**src/rtl/rv32v_hazard_pkg.sv**
```systemverilog
// Shared types and constants for the vector-pipeline hazard controller.
//   hazard_state_t : IDLE / DRAIN states of the fetch-drain FSM
//   *_DEF          : default parameter values
//   drain_cnt_w()  : width of the drain down-counter for a given drain length
package rv32v_hazard_pkg;

    localparam int unsigned NUM_STAGES_DEF   = 5;
    localparam int unsigned CSR_STAGE_DEF    = 4;
    localparam int unsigned DRAIN_CYCLES_DEF = 3;
    localparam int unsigned CNT_W_DEF        = 16;

    typedef enum logic {
        IDLE  = 1'b0,
        DRAIN = 1'b1
    } hazard_state_t;

    // Counter must hold DRAIN_CYCLES itself; never narrower than one bit.
    function automatic int unsigned drain_cnt_w(input int unsigned drain_cycles);
        int unsigned w;
        w = $clog2(drain_cycles + 1);
        return (w < 1) ? 1 : w;
    endfunction

endpackage

```
**src/rtl/rv32v_hazard_ctrl_if.sv**
```systemverilog
// Hazard-control bundle between the vector pipeline and the hazard controller.
//   busy         : per-stage "cannot advance" flags (pipeline -> ctrl)
//   csr_update   : CSR-writing instruction committing in the CSR stage
//   ext_flush    : full-pipeline kill from the scalar core
//   stall/flush  : per-stage hold / bubble controls (ctrl -> pipeline)
//   drain_active : fetch drain in progress
//   stall_cycles : saturating count of cycles stage 0 was stalled
// master = pipeline side, slave = controller side.
interface rv32v_hazard_ctrl_if #(
    parameter int unsigned NUM_STAGES = 5,
    parameter int unsigned CNT_W      = 16
);
    logic [NUM_STAGES-1:0] busy;
    logic                  csr_update;
    logic                  ext_flush;
    logic [NUM_STAGES-1:0] stall;
    logic [NUM_STAGES-1:0] flush;
    logic                  drain_active;
    logic [CNT_W-1:0]      stall_cycles;

    modport master (
        output busy, csr_update, ext_flush,
        input  stall, flush, drain_active, stall_cycles
    );

    modport slave (
        input  busy, csr_update, ext_flush,
        output stall, flush, drain_active, stall_cycles
    );
endinterface

```
**src/rtl/rv32v_stall_chain.sv**
```systemverilog
// Pure combinational backpressure chain.
//   busy      : per-stage busy flags, index 0 youngest
//   raw_stall : stage i stalls when it or any older stage is busy
//   bubble    : stage i+1 gets a bubble when stage i holds but i+1 moves on
module rv32v_stall_chain #(
    parameter int unsigned NUM_STAGES = 5
) (
    input  logic [NUM_STAGES-1:0] busy,
    output logic [NUM_STAGES-1:0] raw_stall,
    output logic [NUM_STAGES-1:0] bubble
);

    // Suffix OR, written per bit so no bit depends on another bit of the same vector.
    for (genvar g = 0; g < NUM_STAGES; g++) begin : g_raw
        assign raw_stall[g] = |busy[NUM_STAGES-1:g];
    end

    assign bubble[0] = 1'b0;
    for (genvar g = 0; g < NUM_STAGES - 1; g++) begin : g_bubble
        assign bubble[g+1] = raw_stall[g] & ~raw_stall[g+1];
    end

endmodule

```
**src/rtl/rv32v_hazard_ctrl.sv**
```systemverilog
// Stall/flush controller for the vector pipeline.
//   CLK, RST : clock, synchronous active-high reset
//   bus      : slave side of rv32v_hazard_ctrl_if
//              (busy/csr_update/ext_flush in; stall/flush combinational out;
//               drain_active/stall_cycles registered out)
// A committed CSR write flushes the younger stages and holds stage 0 for
// DRAIN_CYCLES cycles so fetch restarts with the new CSR state.
module rv32v_hazard_ctrl
    import rv32v_hazard_pkg::*;
#(
    parameter int unsigned NUM_STAGES   = NUM_STAGES_DEF,
    parameter int unsigned CSR_STAGE    = CSR_STAGE_DEF,
    parameter int unsigned DRAIN_CYCLES = DRAIN_CYCLES_DEF,
    parameter int unsigned CNT_W        = CNT_W_DEF
) (
    input  logic              CLK,
    input  logic              RST,
    rv32v_hazard_ctrl_if.slave bus
);

    localparam int unsigned DCW = drain_cnt_w(DRAIN_CYCLES);

    logic [NUM_STAGES-1:0] raw_stall;
    logic [NUM_STAGES-1:0] bubble;
    logic [NUM_STAGES-1:0] csr_mask;
    logic [NUM_STAGES-1:0] flush_c;
    logic [NUM_STAGES-1:0] stall_c;
    logic                  csr_fire_c;

    hazard_state_t         state_q, state_d;
    logic [DCW-1:0]        drain_cnt_q, drain_cnt_d;
    logic [CNT_W-1:0]      stall_cycles_q, stall_cycles_d;
    logic                  drain_active_q;

    rv32v_stall_chain #(
        .NUM_STAGES (NUM_STAGES)
    ) u_stall_chain (
        .busy      (bus.busy),
        .raw_stall (raw_stall),
        .bubble    (bubble)
    );

    // Stages younger than the CSR stage are squashed on a CSR commit.
    for (genvar g = 0; g < NUM_STAGES; g++) begin : g_csr_mask
        assign csr_mask[g] = (g < CSR_STAGE);
    end

    // A stalled CSR stage keeps csr_update high; it only commits once it moves.
    assign csr_fire_c = bus.csr_update & ~raw_stall[CSR_STAGE] & ~bus.ext_flush;

    assign drain_active_q = (state_q == DRAIN);

    // Flush and stall; reset forces all bubbles and no holds. Flush beats stall.
    always_comb begin
        flush_c = '0;
        stall_c = '0;
        if (RST) begin
            flush_c = '1;
        end else begin
            flush_c = {NUM_STAGES{bus.ext_flush}} | bubble
                    | (csr_fire_c ? csr_mask : '0);
            stall_c = (raw_stall | NUM_STAGES'(drain_active_q)) & ~flush_c;
        end
    end

    // Drain FSM next-state and saturating stall counter.
    always_comb begin
        state_d        = state_q;
        drain_cnt_d    = drain_cnt_q;
        stall_cycles_d = stall_cycles_q;

        unique case (state_q)
            IDLE: begin
                if (bus.ext_flush) begin
                    drain_cnt_d = '0;
                end else if (csr_fire_c && (DRAIN_CYCLES > 0)) begin
                    state_d     = DRAIN;
                    drain_cnt_d = DCW'(DRAIN_CYCLES);
                end
            end
            DRAIN: begin
                if (bus.ext_flush) begin
                    state_d     = IDLE;
                    drain_cnt_d = '0;
                end else if (csr_fire_c) begin
                    drain_cnt_d = DCW'(DRAIN_CYCLES);
                end else if (drain_cnt_q == DCW'(1)) begin
                    state_d     = IDLE;
                    drain_cnt_d = '0;
                end else begin
                    drain_cnt_d = drain_cnt_q - DCW'(1);
                end
            end
            default: begin
                state_d     = IDLE;
                drain_cnt_d = '0;
            end
        endcase

        if (stall_c[0] && (stall_cycles_q != '1)) begin
            stall_cycles_d = stall_cycles_q + CNT_W'(1);
        end
    end

    // State registers.
    always_ff @(posedge CLK) begin
        if (RST) begin
            state_q        <= IDLE;
            drain_cnt_q    <= '0;
            stall_cycles_q <= '0;
        end else begin
            state_q        <= state_d;
            drain_cnt_q    <= drain_cnt_d;
            stall_cycles_q <= stall_cycles_d;
        end
    end

    assign bus.stall        = stall_c;
    assign bus.flush        = flush_c;
    assign bus.drain_active = drain_active_q;
    assign bus.stall_cycles = stall_cycles_q;

endmodule
```
**src/flat_wrapper.sv**
```systemverilog
// flat-port wrapper written by rule: the top's interface ports become plain ports
module rv32v_hazard_ctrl_flat import rv32v_hazard_pkg::*;
#(
    parameter int unsigned NUM_STAGES   = NUM_STAGES_DEF,
    parameter int unsigned CSR_STAGE    = CSR_STAGE_DEF,
    parameter int unsigned DRAIN_CYCLES = DRAIN_CYCLES_DEF,
    parameter int unsigned CNT_W        = CNT_W_DEF
)
  (CLK, RST, bus_busy, bus_csr_update, bus_ext_flush, bus_stall, bus_flush, bus_drain_active, bus_stall_cycles);
  rv32v_hazard_ctrl_if #(.NUM_STAGES(NUM_STAGES), .CNT_W(CNT_W)) bus_i ();
  input  logic CLK;
  input  logic RST;
  input wire logic [$bits(bus_i.busy)-1:0] bus_busy;
  input wire logic [$bits(bus_i.csr_update)-1:0] bus_csr_update;
  input wire logic [$bits(bus_i.ext_flush)-1:0] bus_ext_flush;
  output wire logic [$bits(bus_i.stall)-1:0] bus_stall;
  output wire logic [$bits(bus_i.flush)-1:0] bus_flush;
  output wire logic [$bits(bus_i.drain_active)-1:0] bus_drain_active;
  output wire logic [$bits(bus_i.stall_cycles)-1:0] bus_stall_cycles;
  assign bus_i.busy = bus_busy;
  assign bus_i.csr_update = bus_csr_update;
  assign bus_i.ext_flush = bus_ext_flush;
  assign bus_stall = bus_i.stall;
  assign bus_flush = bus_i.flush;
  assign bus_drain_active = bus_i.drain_active;
  assign bus_stall_cycles = bus_i.stall_cycles;
  rv32v_hazard_ctrl #(.NUM_STAGES(NUM_STAGES), .CSR_STAGE(CSR_STAGE), .DRAIN_CYCLES(DRAIN_CYCLES), .CNT_W(CNT_W)) u_core (.CLK(CLK), .RST(RST), .bus(bus_i));
endmodule
```
**config.mk**
```make
export PLATFORM = sky130hd
export DESIGN_NAME = rv32v_hazard_ctrl_flat
export DESIGN_NICKNAME = d
export VERILOG_FILES = /design/src/rtl/rv32v_hazard_pkg.sv /design/src/rtl/rv32v_hazard_ctrl_if.sv /design/src/rtl/rv32v_stall_chain.sv /design/src/rtl/rv32v_hazard_ctrl.sv /design/src/flat_wrapper.sv
export SDC_FILE = /design/constraint.sdc
export NUM_CORES = 1
export LEC_CHECK = 0
export BUFFER_PORTS_ARGS = -buffer_cell sky130_fd_sc_hd__buf_2
export CAP_MARGIN = 20
export CORE_MARGIN = 2
export CORE_UTILIZATION = 50
export DETAILED_ROUTE_END_ITERATION = 10
export PLACE_DENSITY = 0.78
export SLEW_MARGIN = 20
export SYNTH_ARGS = -nofsm -noshare
export SYNTH_HDL_FRONTEND = slang
export SYNTH_SLANG_ARGS = --single-unit
```
**constraint.sdc**
```tcl
create_clock -name CLK -period 2.3 [get_ports CLK]
set_clock_uncertainty 0.05 [all_clocks]
set_input_delay 0.23 -clock CLK [delete_from_list [all_inputs] [get_ports CLK]]
set_output_delay 0.23 -clock CLK [all_outputs]
set_load 0.005 [all_outputs]
```
; ---- Word level (Yosys, flattened, before mapping)
; Cells that the tools add are included.
[word_totals]
register_bits = 19
latch_bits = 0
ram_bits = 0
romBits = 0
out_inout_bits = 27
memories = 0
[classes]
add_sub_neg = 2
n_mul = 0
n_div = 0
magnitude_cmp = 0
n_eq_ne = 3
shift = 0
n_mux = 15
bitwise_logic = 17
reduce_logical = 5
[op_table]
columns = cell, count
row1 = adder 16 x 1 -> 16 bit (second input constant), 1
row2 = != test 16 bit (second input constant), 1
row3 = two-way mux 2 bit, 5
row4 = two-way mux 5 bit, 2
row5 = bitwise OR 5 bit, 2
row6 = AND 1 bit, 6
row7 = inverter 1 bit, 6
row8 = AND 5 bit, 1
row9 = two-way mux 1 bit, 5
row10 = inverter 5 bit, 1
row11 = bitwise OR 5 x 1 -> 5 bit, 1
row12 = OR reduction 5 bit, 1
row13 = two-way mux 4 bit, 1
row14 = one-hot mux 2 bit (2 select lines), 1
row15 = OR reduction 4 bit, 1
row16 = != test 3 x 2 -> 1 bit (second input constant), 1
row17 = OR reduction 3 bit, 1
row18 = equality test 2 x 1 -> 1 bit (second input constant), 1
row19 = one-hot mux 1 bit (2 select lines), 1
row20 = OR reduction 2 bit, 1
row21 = subtractor 2 x 1 -> 2 bit (second input constant), 1
row22 = logical AND 1 bit, 1

; ---- Depth between registers and ports, before layout
; Gate-level depths: netlist of the first run.
[depth]
depth_word = 9
ltp_mapped = 8

; ---- Modules after synthesis
; A second synthesis of the first run with hierarchy kept.
[hier_totals]
hier_cells = 151
area_unflattened_um2 = 1206.2
[by_module_without_submodules]
columns = mod, instances, cells_per_inst, area_per_inst_um2, seq_area_each_um2
row1 = rv32v_hazard_ctrl, 1, 137, 1114.8, 380.4
row2 = rv32v_stall_chain, 1, 14, 91.3, 0.0

; ---- Least setup slack after synthesis of the first run
; Ideal clock, no wire load.
[synth_path]
kind = register to register
start = register u_core.stall_cycles_q[0], in the netlist u_core.bus.stall_cycles[0]
end = register u_core.stall_cycles_q[15], in the netlist u_core.bus.stall_cycles[15]
setup_ns = 0.121
arrival_time_ns = 1.878
required_ns = 2.129
setup_slack_ns = 0.251
stages_incl_launch_ff = 8
period_less_slack_ns = 2.049
cell_sequence = dfxtp_1 ha_1 and4_1 clkbuf_1 and4_1 buf_2 nor4_1 mux2_2
[synth_between]
elab_chain_len = 2
elab_cells_between_ends = 3
cone_classes = 1 x add/sub / 1 x eq/ne / 1 x reduce/logical
[synth_rtl]
columns = element, line_no
row1 = from (decl), rv32v_hazard_ctrl.sv:32  ; logic [CNT_W-1:0] stall_cycles_q, stall_cycles_d;
row2 = from (signal assigned), rv32v_hazard_ctrl.sv:114  ; stall_cycles_q <= stall_cycles_d;
row3 = branches (longest 2 deep; another with adder 16 x 1 -> 16 bit), -
; Several ways; the timed one is not identified.
; A chain may end at the register's enable or synchronous reset.

; ---- Final worst setup path of the first run
; Ends and elaborated chain as after synthesis.

==> results of run 1 <==
-- cell usage after synthesis, types with 3 or more instances --
cell,instances
o41ai_1,3
nor2_1,9
inv_1,5
nand4_1,6
nand2b_1,3
nor2b_1,4
a21o_1,3
nor4_1,5
a21oi_2,3
a21oi_1,5
dfxtp_1,19
nand2_1,9
mux2_2,4
nand3_1,3
o311ai_0,3
and4_1,4
clkbuf_1,3
-- final cells by class --
class	count	area (um2)
Clock buffer	4	26.3
Timing Repair Buffer	38	198
Fill cell	212	823
Multi-Input combinational cell	99	724
Inverter	6	25.0
Tap cell	28	35.0
Sequential cell	19	380
-- state kept, by name, indices dropped and copies added, names as in the netlist --
signal	count
u_core.bus.stall_cycles	16
u_core.drain_cnt_q	2
u_core.bus.drain_active	1
-- path summary, 6_finish.rpt --
kind,startpoint,to,slack (ns),depth (start not counted)
setup reg to reg,u_core.bus.stall_cycles[0],u_core.bus.stall_cycles[15],0.17,5
hold reg to reg,u_core.bus.stall_cycles[1],u_core.bus.stall_cycles[1],0.49,2
hold / removal,bus_ext_flush,u_core.drain_cnt_q[0],0.17,3
setup / recovery,u_core.bus.stall_cycles[0],u_core.bus.stall_cycles[15],0.17,5
-- kinds of logic (layout without fill, tap and decap cells) --
logic type | after synthesis | in the layout | synth area share, %
simple gates | 61 | 61 | 31.9
flops | 19 | 19 | 32.6
buf+inv | 13 | 48 | 5.90
compound gates | 30 | 30 | 21.4
fa+ha+maj | 2 | 2 | 2.14
mux | 6 | 6 | 6.00
-- worst max-delay path, stage by stage (launching register included) --
cell	delay, ns
dfxtp_1	0.37
ha_1	0.24
and4_1	0.30
and4_1	0.32
nor4_2	0.38
mux2_2	0.38
-- report_power, final --
group / switching [mW] / internal, mW / leakage [nW]
combinational: 0.0394 / 0.0283 / 0.383
sequential: 0.00441 / 0.333 / 0.153
clock: 0.0964 / 0.0672 / 0.0150
-- metrics by stage --
step	setup WS (ns)	cells	utilization, %
after floorplan	0.251	131	-
after CTS	0.104	194	62.5
after global placement	0.238	190	61.3
after detailed placement	0.134	190	61.3
after global routing	0.0673	194	62.8
final	0.165	194	62.8
-- per-layer routing --
layer / vias up / GRT usage, % / wire (um)
met5: - / 0 / 0
met4: 0 / 8.97 / 16
met3: 2 / 4.86 / 145
met2: 38 / 33.1 / 1320
met1: 527 / 27.8 / 1170
li1: 574 / - / -
==> impl_metrics.csv, run 1 <==
group,metric,value,unit
clock_network,cts_buffer_depth,2,
sta,setup_violations,0,
critical_path,arrival,2.27,ns
yosys,ys_async_sr_fraction,0,%
die,io_pins,36,
sta,tightest_slew,0.595,ns
routing,routedWlPerCell,13.7,um
grt,grt_pass1_vias,1021,
yosys,yosys_register_bits,19,
pwr,ir_drop,238,uV
grt,grt_start_max_net_pins,18,
grt,grt_antenna_before_repair,0,
routing,num_vias,1141,
placed_design,place_congestion,0.825,
routing,postRouteWirelength,2660,um
sta,holdWs,0.169,ns
critical_path,critPathKind,"flop to flop",
sta,fin_crit,2.13,ns
clock_network,cts_hold_buf,0,
clock_network,clk_latency,0.28,ns
critical_path,crit_required,2.43,ns
yosys,synth-edff-count,0,
final_layout,syn2layout_area_growth,19.0,%
grt,grt_util_all_layers,21.2,%
status,outcome,"finished clean",
clock_network,cts_tree,"built",
die,initial_utilization,52.8,%
die,dieHeight,52.3,um
placed_design,io_buffers,35,
yosys,synth_nets,142,
sta,tns,0,ns
routing,drc,0,
sta,rsz0062_at_grt,"false",
die,dieArea,2740,um2
routing,initialDrtViolationCount,26,
final_layout,diodes,0,
critical_path,setup.worst_path.start_class,"flop",
clock_network,cts_root_buf,"clkbuf_4",
clock_network,h-tree-depth,1,
placed_design,hpwl,2040,um
sta,min_period_over_period,92.8,%
sta,slew_headroom,60.0,%
clock_network,cts_buffers,3,
routing,antenna_left,0,
critical_path,critPathCaptureType,"flop",
final_layout,nets,178,
placed_design,placed_area,1360,um2
final_layout,final_cell_mix,"buf_2, dfxtp_1, nor2_1, nand2_1, nand4_1",
flow_run,drv_cap,0,
clock_network,clock_sinks,19,
sta,drv_slew,0,
yosys,syn_area_per_cell,8.91,um2
yosys,yosysWarnings,0,
final_layout,fin_area,1390,um2
pwr,power,0.568,mW
die,dieWidth,52.3,um
final_layout,layout_commonest_cell,"buf_2",
yosys,ys.flop_type,"dfxtp_1",
pwr,power_leakage,0.552,nW
critical_path,worstPathMaxFanout,8,
grt,grt_first_pass_wirelength,4420,um
yosys,synth_top_area_share,32.6,%
sta,max_freq,468,MHz
clock_network,cts_resized,0,
routing,viasPerCell,5.88,
clock_network,cts.clk_slew.worst_paths,0.11,ns
yosys,synth-seq-area-share,32.6,%
hold_path,worstHoldPathType,"input port to flop",
die,core_area,2210,um2
sta,finalHoldViolCount,0,
grt,grt_overflow_total,0,
yosys,syn-cell-area,1170,um2
die,rows,17,
routing,dr.pass1.iters,4,
pwr,power_density,409,nW/um2
final_layout,layout-drive-gt1-share,36.1,%
yosys,yosysTopAreaCell,"dfxtp_1",
clock_network,cts_setup_buffers,0,
yosys,synthDistinctLibCells,49,
yosys,synth_cells,131,
yosys,synth_area_leaders,"dfxtp_1, mux2_2, nand4_1, and4_1, nand2_1",
(Power assumes the default switching activity.)
==> inputs of run 2 (changes only) <==
--- a/config.mk
+++ b/config.mk
@@ -10,7 +10,8 @@
 export CORE_MARGIN = 2
 export CORE_UTILIZATION = 50
 export DETAILED_ROUTE_END_ITERATION = 10
-export PLACE_DENSITY = 0.78
+export PLACE_DENSITY = 0.76
+export RECOVER_POWER = 25
 export SLEW_MARGIN = 20
 export SYNTH_ARGS = -nofsm -noshare
 export SYNTH_HDL_FRONTEND = slang
==> run 2 against run 1 <==
  * First-iteration DRC count down 3.8%
  * Worst setup slack better by 0.050 ns
  * Sequential share of layout area about the same
  * Wire length down 4.3%
  * Register-to-register slack better by 0.05 ns
  * Worst hold slack worse by 0.012 ns
  * Non-clock buffer count unchanged
  * Critical endpoint unchanged
==> impl_metrics.csv, run 2 (synthesized netlist as in run 1, its figures left out) <==
group,metric,value,unit
routing,routedWlPerCell,13.1,um
clock_network,clk_latency,0.31,ns
pwr,power_density,416,nW/um2
routing,dr.pass1.iters,4,
routing,num_vias,1140,
die,dieArea,2740,um2
die,dieWidth,52.3,um
die,dieHeight,52.3,um
placed_design,io_buffers,35,
pwr,power_leakage,0.538,nW
grt,grt_first_pass_wirelength,4420,um
routing,initialDrtViolationCount,25,
critical_path,setup.worst_path.start_class,"flop",
final_layout,fillers,206,
sta,fin_crit,2.08,ns
sta,holdWs,0.157,ns
clock_network,cts_buffers,3,
sta,tns,0,ns
grt,grt_antenna_before_repair,0,
critical_path,crit_family,"simple AND/OR/NAND/NOR gates",
final_layout,nets,178,
sta,slew_headroom,52.4,%
die,rows,17,
grt,grt_util_all_layers,20.9,%
pwr,ir_drop,213,uV
grt,grt_start_max_net_pins,24,
clock_network,h-tree-depth,1,
routing,antenna_left,0,
critical_path,arrival,2.24,ns
critical_path,crit_chain,"ha_1 -> and4_1 -> and4_2 -> nor4_1 -> mux2_2",
grt,grt_pass1_vias,994,
die,io_pins,36,
sta,max_freq,480,MHz
status,outcome,"finished clean",
final_layout,largest_reg_flops,16,
clock_network,cts.clk_slew.worst_paths,0.12,ns
final_layout,layout-drive-gt1-share,35.5,%
routing,drc,0,
routing,postRouteWirelength,2540,um
critical_path,slowest_delay,0.37,ns
critical_path,critPathCaptureType,"flop",
final_layout,diodes,0,
sta,min_period_over_period,90.6,%
critical_path,critPathKind,"flop to flop",
hold_path,worstHoldPathType,"input port to flop",
final_layout,multi_input_area,726,um2
critical_path,cp.buffers_inverters,0,
flow_run,drv_cap,0,
grt,grt_overflow_total,0,
sta,drv_slew,0,
final_layout,fin_area,1390,um2
critical_path,cp_slowest_cell,"dfxtp_1",
critical_path,crit_required,2.46,ns
final_layout,layout_commonest_cell,"buf_2",
die,initial_utilization,52.8,%
placed_design,dp_slack,0.184,ns
sta,finalHoldViolCount,0,
placed_design,place_congestion,0.866,
sta,tightest_slew,0.707,ns
sta,rsz0062_at_grt,"false",
final_layout,register_area,380,um2
clock_network,clock_sinks,19,
final_layout,final_cell_mix,"buf_2, dfxtp_1, nor2_1, nand2_1, nand4_1",
die,core_area,2210,um2
placed_design,placed_area,1360,um2
critical_path,worstPathMaxFanout,11,
clock_network,cts_setup_buffers,0,
clock_network,cts_buffer_depth,2,
placed_design,hpwl,1920,um
routing,viasPerCell,5.88,
clock_network,cts_tree,"built",
sta,setup_violations,0,
clock_network,cts_root_buf,"clkbuf_4",
final_layout,syn2layout_area_growth,19.1,%
sta,layout_setup_ws,0.216,ns
## run 2: cell count changes in the layout (fill, tap and decap cells not counted), sizes merged
cell | previous run | this run
buf | 38 | 35
clkbuf | 4 | 6
clkinvlp | 0 | 1
## run 2: final timing paths
path	start	end	slack, ns	depth (start not counted)
min reg2reg	u_core.bus.stall_cycles[1]	u_core.bus.stall_cycles[1]	0.48	2
max reg2reg	u_core.bus.stall_cycles[0]	u_core.bus.stall_cycles[15]	0.22	5
max	u_core.bus.stall_cycles[0]	u_core.bus.stall_cycles[15]	0.22	5
min	bus_ext_flush	u_core.drain_cnt_q[1]	0.16	3
## run 2: per-layer routing
layer	track usage [%]	vias to the layer above	part of all wire [%]
met4	6.41	0	0.59
met2	33.8	37	47
li1	-	575	-
met1	28.9	526	48
met5	0	-	0
met3	2.57	2	5.0
## run 2: area by class of cell
class	instances	area share, %
well taps	28	2.52
flip-flops and latches	19	27.4
clock buffers	3	1.62
inverters	6	1.80
multi-input cells	99	52.2
clock inverters	1	0.540
repair buffers	38	14.0
## run 2: worst min-delay path, stage by stage
cell and delay, ns:
buf_2 0.08, or2_2 0.11, a21oi_1 0.04
## run 2: per-stage QoR
step,utilization (%),total power [mW],instances
global placement,61.3,0.408,190
CTS,62.7,0.584,194
finish,62.8,0.579,194
floorplan,-,0.384,131
detailed placement,61.3,0.412,190
global route,62.8,0.610,194
## run 2: timing repair
item,CTS,global route
setup endpoints to repair,0,3
resized for setup,0,2
hold buffers,0,0
## run 2: power by group
group          internal, mW  switching (mW)
registers             0.333         0.00436
clock network        0.0663           0.108
logic                0.0282          0.0391
